## src/rtl/dircc_counter_tick_receiver.sv

```systemverilog
// Counter application tick receiver: accepts one inbound tick at a time, read-modify-writes
// the destination device's packed {count, rts} state word and reports the new rts to the scheduler.
module dircc_counter_tick_receiver #(
    parameter int          NUM_DEVICES = 16,
    parameter int          DEV_W       = 4,
    parameter logic [15:0] MAX_TIME    = 16'd100,
    parameter logic [15:0] OUT_FLAG    = 16'h1
) (
    input  logic             clk,
    input  logic             reset,
    input  logic             in_valid,
    output logic             in_ready,
    input  logic [DEV_W-1:0] in_dest_dev,
    input  logic [15:0]      in_payload,
    output logic             st_rd_en,
    output logic [DEV_W-1:0] st_rd_addr,
    input  logic [31:0]      st_rd_data,
    output logic             st_wr_en,
    output logic [DEV_W-1:0] st_wr_addr,
    output logic [31:0]      st_wr_data,
    output logic             rts_valid,
    output logic [DEV_W-1:0] rts_dev,
    output logic             rts_set,
    output logic             drop_err,
    output logic [15:0]      last_payload,
    output logic [1:0]       dbg_state
);

    localparam logic [1:0] S_IDLE  = 2'd0;
    localparam logic [1:0] S_READ  = 2'd1;
    localparam logic [1:0] S_WAIT  = 2'd2;
    localparam logic [1:0] S_WRITE = 2'd3;

    // One bit wider than the index so an out-of-range limit is always representable.
    localparam logic [DEV_W:0] DEV_LIMIT = (DEV_W+1)'(NUM_DEVICES);

    logic [1:0]       state;
    logic [DEV_W-1:0] dest_q;
    logic             drop_q;
    logic             dest_bad;
    logic [15:0]      cur_count;
    logic [15:0]      next_count;
    logic [15:0]      next_rts;
    logic             unused_rts_bits;

    assign dbg_state = state;
    assign dest_bad  = ({1'b0, in_dest_dev} >= DEV_LIMIT);

    // The stored rts is always rederived from the count, so its old value is never read.
    assign unused_rts_bits = ^st_rd_data[15:0];

    always_comb begin
        cur_count  = st_rd_data[31:16];
        next_count = (cur_count < MAX_TIME) ? cur_count + 16'd1 : cur_count;
        next_rts   = (next_count < MAX_TIME) ? OUT_FLAG : 16'h0;
    end

    // Handshake: a message transfers on a rising edge where in_valid && in_ready; the sender
    // holds in_valid and its payload stable until then, and in_ready never depends on in_valid.
    always_ff @(posedge clk) begin
        if (reset) begin
            state        <= S_IDLE;
            in_ready     <= 1'b0;
            dest_q       <= '0;
            drop_q       <= 1'b0;
            st_rd_en     <= 1'b0;
            st_rd_addr   <= '0;
            st_wr_en     <= 1'b0;
            st_wr_addr   <= '0;
            st_wr_data   <= '0;
            rts_valid    <= 1'b0;
            rts_dev      <= '0;
            rts_set      <= 1'b0;
            drop_err     <= 1'b0;
            last_payload <= '0;
        end else begin
            st_rd_en  <= 1'b0;
            st_wr_en  <= 1'b0;
            rts_valid <= 1'b0;
            drop_err  <= 1'b0;
            case (state)
                S_IDLE: begin
                    if (in_ready && in_valid) begin
                        in_ready     <= 1'b0;
                        dest_q       <= in_dest_dev;
                        last_payload <= in_payload;
                        drop_q       <= dest_bad;
                        state        <= S_READ;
                        if (dest_bad) begin
                            drop_err <= 1'b1;
                        end else begin
                            st_rd_en   <= 1'b1;
                            st_rd_addr <= in_dest_dev;
                        end
                    end else begin
                        in_ready <= 1'b1;
                    end
                end
                S_READ: begin
                    if (drop_q) begin
                        state    <= S_IDLE;
                        in_ready <= 1'b1;
                    end else begin
                        state <= S_WAIT;
                    end
                end
                S_WAIT: begin
                    st_wr_en   <= 1'b1;
                    st_wr_addr <= dest_q;
                    st_wr_data <= {next_count, next_rts};
                    rts_valid  <= 1'b1;
                    rts_dev    <= dest_q;
                    rts_set    <= (next_rts != 16'h0);
                    state      <= S_WRITE;
                end
                S_WRITE: begin
                    state    <= S_IDLE;
                    in_ready <= 1'b1;
                end
                default: begin
                    state    <= S_IDLE;
                    in_ready <= 1'b0;
                end
            endcase
        end
    end

endmodule

```

## config.mk

```make
export PLATFORM = sky130hd
export DESIGN_NAME = dircc_counter_tick_receiver
export DESIGN_NICKNAME = d
export VERILOG_FILES = /design/src/rtl/dircc_counter_tick_receiver.sv
export SDC_FILE = /design/constraint.sdc
export NUM_CORES = 1
export LEC_CHECK = 0
export BUFFER_PORTS_ARGS = -buffer_cell sky130_fd_sc_hd__buf_2
export CORE_AREA = 2 2 77 79
export CTS_BUF_LIST = sky130_fd_sc_hd__clkbuf_4
export DETAILED_ROUTE_END_ITERATION = 10
export DIE_AREA = 0 0 79 81
export HOLD_SLACK_MARGIN = 0.12
export PLACE_DENSITY_LB_ADDON = 0.3
export SKIP_LAST_GASP = 1
export SYNTH_ARGS = -nofsm -noshare
export SYNTH_HDL_FRONTEND = slang
export SYNTH_SLANG_ARGS = --single-unit
export TNS_END_PERCENT = 100
```

## constraint.sdc

```tcl
create_clock -name clk -period 1.71 [get_ports clk]
set_input_delay 0.2565 -clock clk [delete_from_list [all_inputs] [get_ports clk]]
set_output_delay 0.2565 -clock clk [all_outputs]
set_load 0.02 [all_outputs]
```

Word level (Yosys, flattened, before mapping) --
Cells that the tools add are included.
Storage, ports and cells: output and inout port bits 68, bits in writable memories 0, bits of input ports 55, memory bits (read-only) 0, memories 0, word-level logic and storage cells 33, register bits 62, bits in latches 0
Cells by class: magnitude comparators 2, bitwise logic cells 2, div/mod/pow operators 0, eq/ne operators 4, multipliers 0, add/sub/neg operators 1, multiplexer cells 8, reduce and logical (&&, ||, !) cells 7, shift operators 0
Operator list (count):
- $lt 16x7->1 const B | 2
- $add 16x1->16 const B | 1
- $mux 16 | 1
- $reduce_bool 16->1 | 1
- $pmux 2 s4 | 1
- $eq 2x2->1 const B | 2
- $mux 1 | 4
- $reduce_and 2->1 | 2
- $reduce_bool 3->1 | 1
- $eq 2x1->1 const B | 1
- $logic_not 2->1 | 1
- $mux 2 | 1
- $ne 2x2->1 const B | 1
- $not 1->1 | 2
- $pmux 1 s2 | 1
- $reduce_or 2->1 | 1
- $logic_and 1x1->1 | 1

Logic depth before layout (Yosys ltp) --
word-level depth 5, mapped depth 6, gate-level depth less buffers 5

Worst setup path after synthesis --
OpenSTA, ideal clock, no wires.
path kind register to register, start point register state[1], in the netlist dbg_state[1], end point register rts_dev[1], path buffers 2, data arrival time 1.529 ns, clock period less this slack 1.656 ns, stages on the path, launching flop included 6, data required time 1.582 ns, setup slack 0.054 ns, library setup time 0.128 ns, cell sequence dfxtp_1 -> ha_1 -> clkbuf_1 -> buf_2 -> mux2i_1 -> nor2_1
Between the ends: word-level cells in the longest chain between the ends 1
RTL lines:
- from (decl) | RTL line 37 | logic [1:0] state;
- from (signal assigned) | RTL line 62 | state <= S_IDLE;
- from (signal assigned) | RTL line 88 | state <= S_READ;
- from (signal assigned) | RTL line 101 | state <= S_IDLE;
- $eq 2x2->1 | RTL line 81 | case (state)
- to (signal assigned) | RTL line 112 | rts_dev <= dest_q;
- to (decl) | RTL line 22 | output logic [DEV_W-1:0] rts_dev,
Every way passes these cells. A chain may end at the register's enable or synchronous reset.

Worst setup path after layout --
start point register state[0], in the netlist dbg_state[0], end point register last_payload[1]
Between the ends: word-level cells in the longest chain between the ends 2
RTL lines:
- $logic_not 2->1 | RTL line 81
- $reduce_and 2->1 (no source line)
- to (signal assigned) | RTL line 86 | last_payload <= in_payload;
- to (decl) | RTL line 25 | output logic [15:0] last_payload,
Every way passes these cells.

==> flow_summary.yaml <==
pwr:
  intPower_mw: 1.86
  p_total_mw: 3.03
  p_seq_frac: 0.444
  switching_share: 0.386
  combPwrFrac: 0.383
  power_frac_clock: 0.173
  p_leak_nw: 1.27
  irDropWorstVdd_uv: 604
  switchingPower_mw: 1.17
  powerDensity_nw_per_um2: 1080
logic_synthesis:
  synth_seq_area_share: 0.438
  synth_top_family_by_area: "simple AND/OR/NAND/NOR gates"
  synthArstFlopShare: 0
  synth-edff-count: 0
  netlist_area_um2: 2100
  ys_types: 35
  synth_compound_area_frac: 0.118
  syn_inst: 244
  yosysWarnings: 0
  synthAdderAreaFrac: 0.0297
  synth_mux_area_frac: 0.0719
  yosys.area_share.simple: 0.215
  ys_ff_latch: 46
  synth_xor_area_frac: 0.0166
  synthFlopType: "dfxtp_1"
  avgSynthCellArea_um2: 8.63
floorplan:
  die_h_um: 81
  design.core.area_um2: 5680
  die_x_um: 79
  ios: 123
  die-area_um2: 6400
  row_count: 28
  start_util: 0.371
detailed_routing:
  routed_wirelength_um: 4820
  drt_pre_antenna_iters: 4
  wire_per_inst_um: 11.4
  drc: 0
  first_iter_violations: 65
  num_vias: 1922
  drtAntennaViolNets: 0
  via_per_inst: 4.54
timing:
  finalSetupTns_ns: 0
  period_minus_slack_ns: 1.49
  max_freq_ghz: 0.670
  setup_viol: 0
  hold_viol_final: 0
  period_share: 0.873
  slew_viol_final: 0
  clock_skew_ns: 0.0132
  rsz0062_at_grt: "false"
clock_network:
  post_cts_buffers: 0
  insertion_delay_ns: 0.36
  cts.sinks: 46
  cts_tree: "yes"
  ctsLongestPathBuffers: 2
  htree_num_levels: 2
  clkTransAtPathRegs_ns: 0.13
  root_buffer: "clkbuf_4"
  cts_buffers: 5
global_route:
  grt_pass1_vias: 1784
  grt_max_degree: 30
  grt_usage: 0.147
  antenna_found_initial: 0
  grt_pass1_wl_um: 7530
  overflow: 0
min_path:
  hold_path.class: "in2reg"
placed_design:
  dp_hpwl_um: 3390
  place_congestion: 0.803
  portBuffers: 90
cells_and_area:
  multi_input_area_um2: 1010
  area_delta_synth_final_pct: 33.4
  antenna_cells: 0
  fillCellCount: 574
  nets: 407
  drive_above_1_share: 0.325
  seq_area_um2: 921
worst_setup_path:
  critPathKind: "reg2reg"
  arrival_ns: 1.78
  cp-end-kind: "flop"
  cp.required_ns: 2.00
  critPathMaxFanout: 20
  startpoint_type: "flop"
flow_run:
  maxCapViolCount: 0
run_status:
  status: "finished clean"
worst paths after layout:
| kind | startpoint | endpoint | slack (ns) | cells past startpoint |
|---|---|---|---|---|
| setup / recovery | dbg_state[0] | last_payload[1] | 0.22 | 5 |
| hold / removal | st_rd_data[28] | st_wr_data[28] | 0.18 | 3 |
| setup reg to reg | dbg_state[0] | last_payload[1] | 0.22 | 5 |
| hold reg to reg | last_payload[13] | last_payload[13] | 0.46 | 2 |
state kept, by name (all words and copies together), names as in the netlist:
| name | count |
|---|---|
| dbg_state | 2 |
| dest_q | 4 |
| in_ready | 1 |
| last_payload | 16 |
| rts_dev | 4 |
| rts_valid | 1 |
| st_rd_en | 1 |
| st_wr_data | 17 |
Yosys cell counts (2+ instances only):
master	instances	area, um2
nand3_1	4	20.0
ha_1	5	62.6
buf_1	2	7.51
o41ai_1	2	17.5
nand4_1	2	12.5
and3_1	2	12.5
inv_1	4	15.0
buf_4	22	165
clkbuf_1	9	33.8
dfxtp_1	46	921
nand2b_1	2	12.5
a211oi_1	4	30.0
nor2_1	29	109
buf_2	2	10.0
a21oi_1	27	135
nand2_1	46	173
xnor2_1	4	35.0
o21ai_0	2	10.0
mux2i_1	14	140
placed cells by master (no fill, tap or decap), types with 2 or more instances in the layout:
cell,n
buf_2,90
nand2_1,46
dfxtp_1,46
nor2_1,29
a21oi_1,27
dlygate4sd3_1,20
conb_1,16
mux2i_1,14
clkbuf_4,6
ha_1,5
buf_4,5
inv_1,4
a211oi_1,4
xnor2_1,4
nand3_1,4
nand2b_1,2
nand4_1,2
o21ai_0,2
o41ai_1,2
worst max-delay path, cell delays in order (launching register included):
cell and delay [ns]:
dfxtp_1 0.37, inv_1 0.11, ha_1 0.25, and3_2 0.47, nand2_1 0.10, a21oi_1 0.14
power by group through the flow:
| stage | logic (mW) | clock network (mW) | registers (mW) |
|---|---|---|---|
| floorplan | 0.585 | 0 | 1.58 |
| global placement | 1.12 | 0 | 1.37 |
| detailed placement | 1.13 | 0 | 1.37 |
| CTS | 1.17 | 0.565 | 1.35 |
| global route | 1.28 | 0.590 | 1.37 |
| finish | 1.16 | 0.524 | 1.35 |
what timing repair did:
action,in CTS,in global routing
hold endpoints to repair,20,0
endpoints found under the setup margin,5,0
resized for setup,1,0
hold buffers,20,0
layer usage:
metal	track usage	up-vias	routed length, um
met2	0.264	54	2480
li1	-	982	-
met1	0.164	878	2020
met5	0	-	0
met3	0.0411	8	244
met4	0.0603	0	70
through the flow:
step,utilization,setup WS [ns],std cells,hold WS (ns),cell area [um2]
final,0.494,0.218,423,0.181,2810
after global routing,0.494,0.0509,423,0.178,2810
after CTS,0.494,0.218,423,0.160,2810
after floorplan,-,0.0538,259,0.393,2160
after global placement,0.449,0.0297,395,0.439,2550
after detailed placement,0.449,0.000988,395,0.445,2550
cell type report:
class,instances,share of cell area
timing repair buffer,116,0.252
inverter,4,0.00535
sequential,46,0.328
tap,75,0.0334
multi-input combinational,174,0.360
clock inverter,2,0.00490
clock buffer,6,0.0160
cells by family after synthesis:
logic type | after synthesis
and+or+nand+nor | 93
AOI/OAI and AO/OA | 41
adders and majority gates | 5
muxes | 15
DFF | 46
buffers and inverters | 39
other | 1
xor gates and xnor gates | 4
No activity file was read; power rests on OpenSTA's default activity.
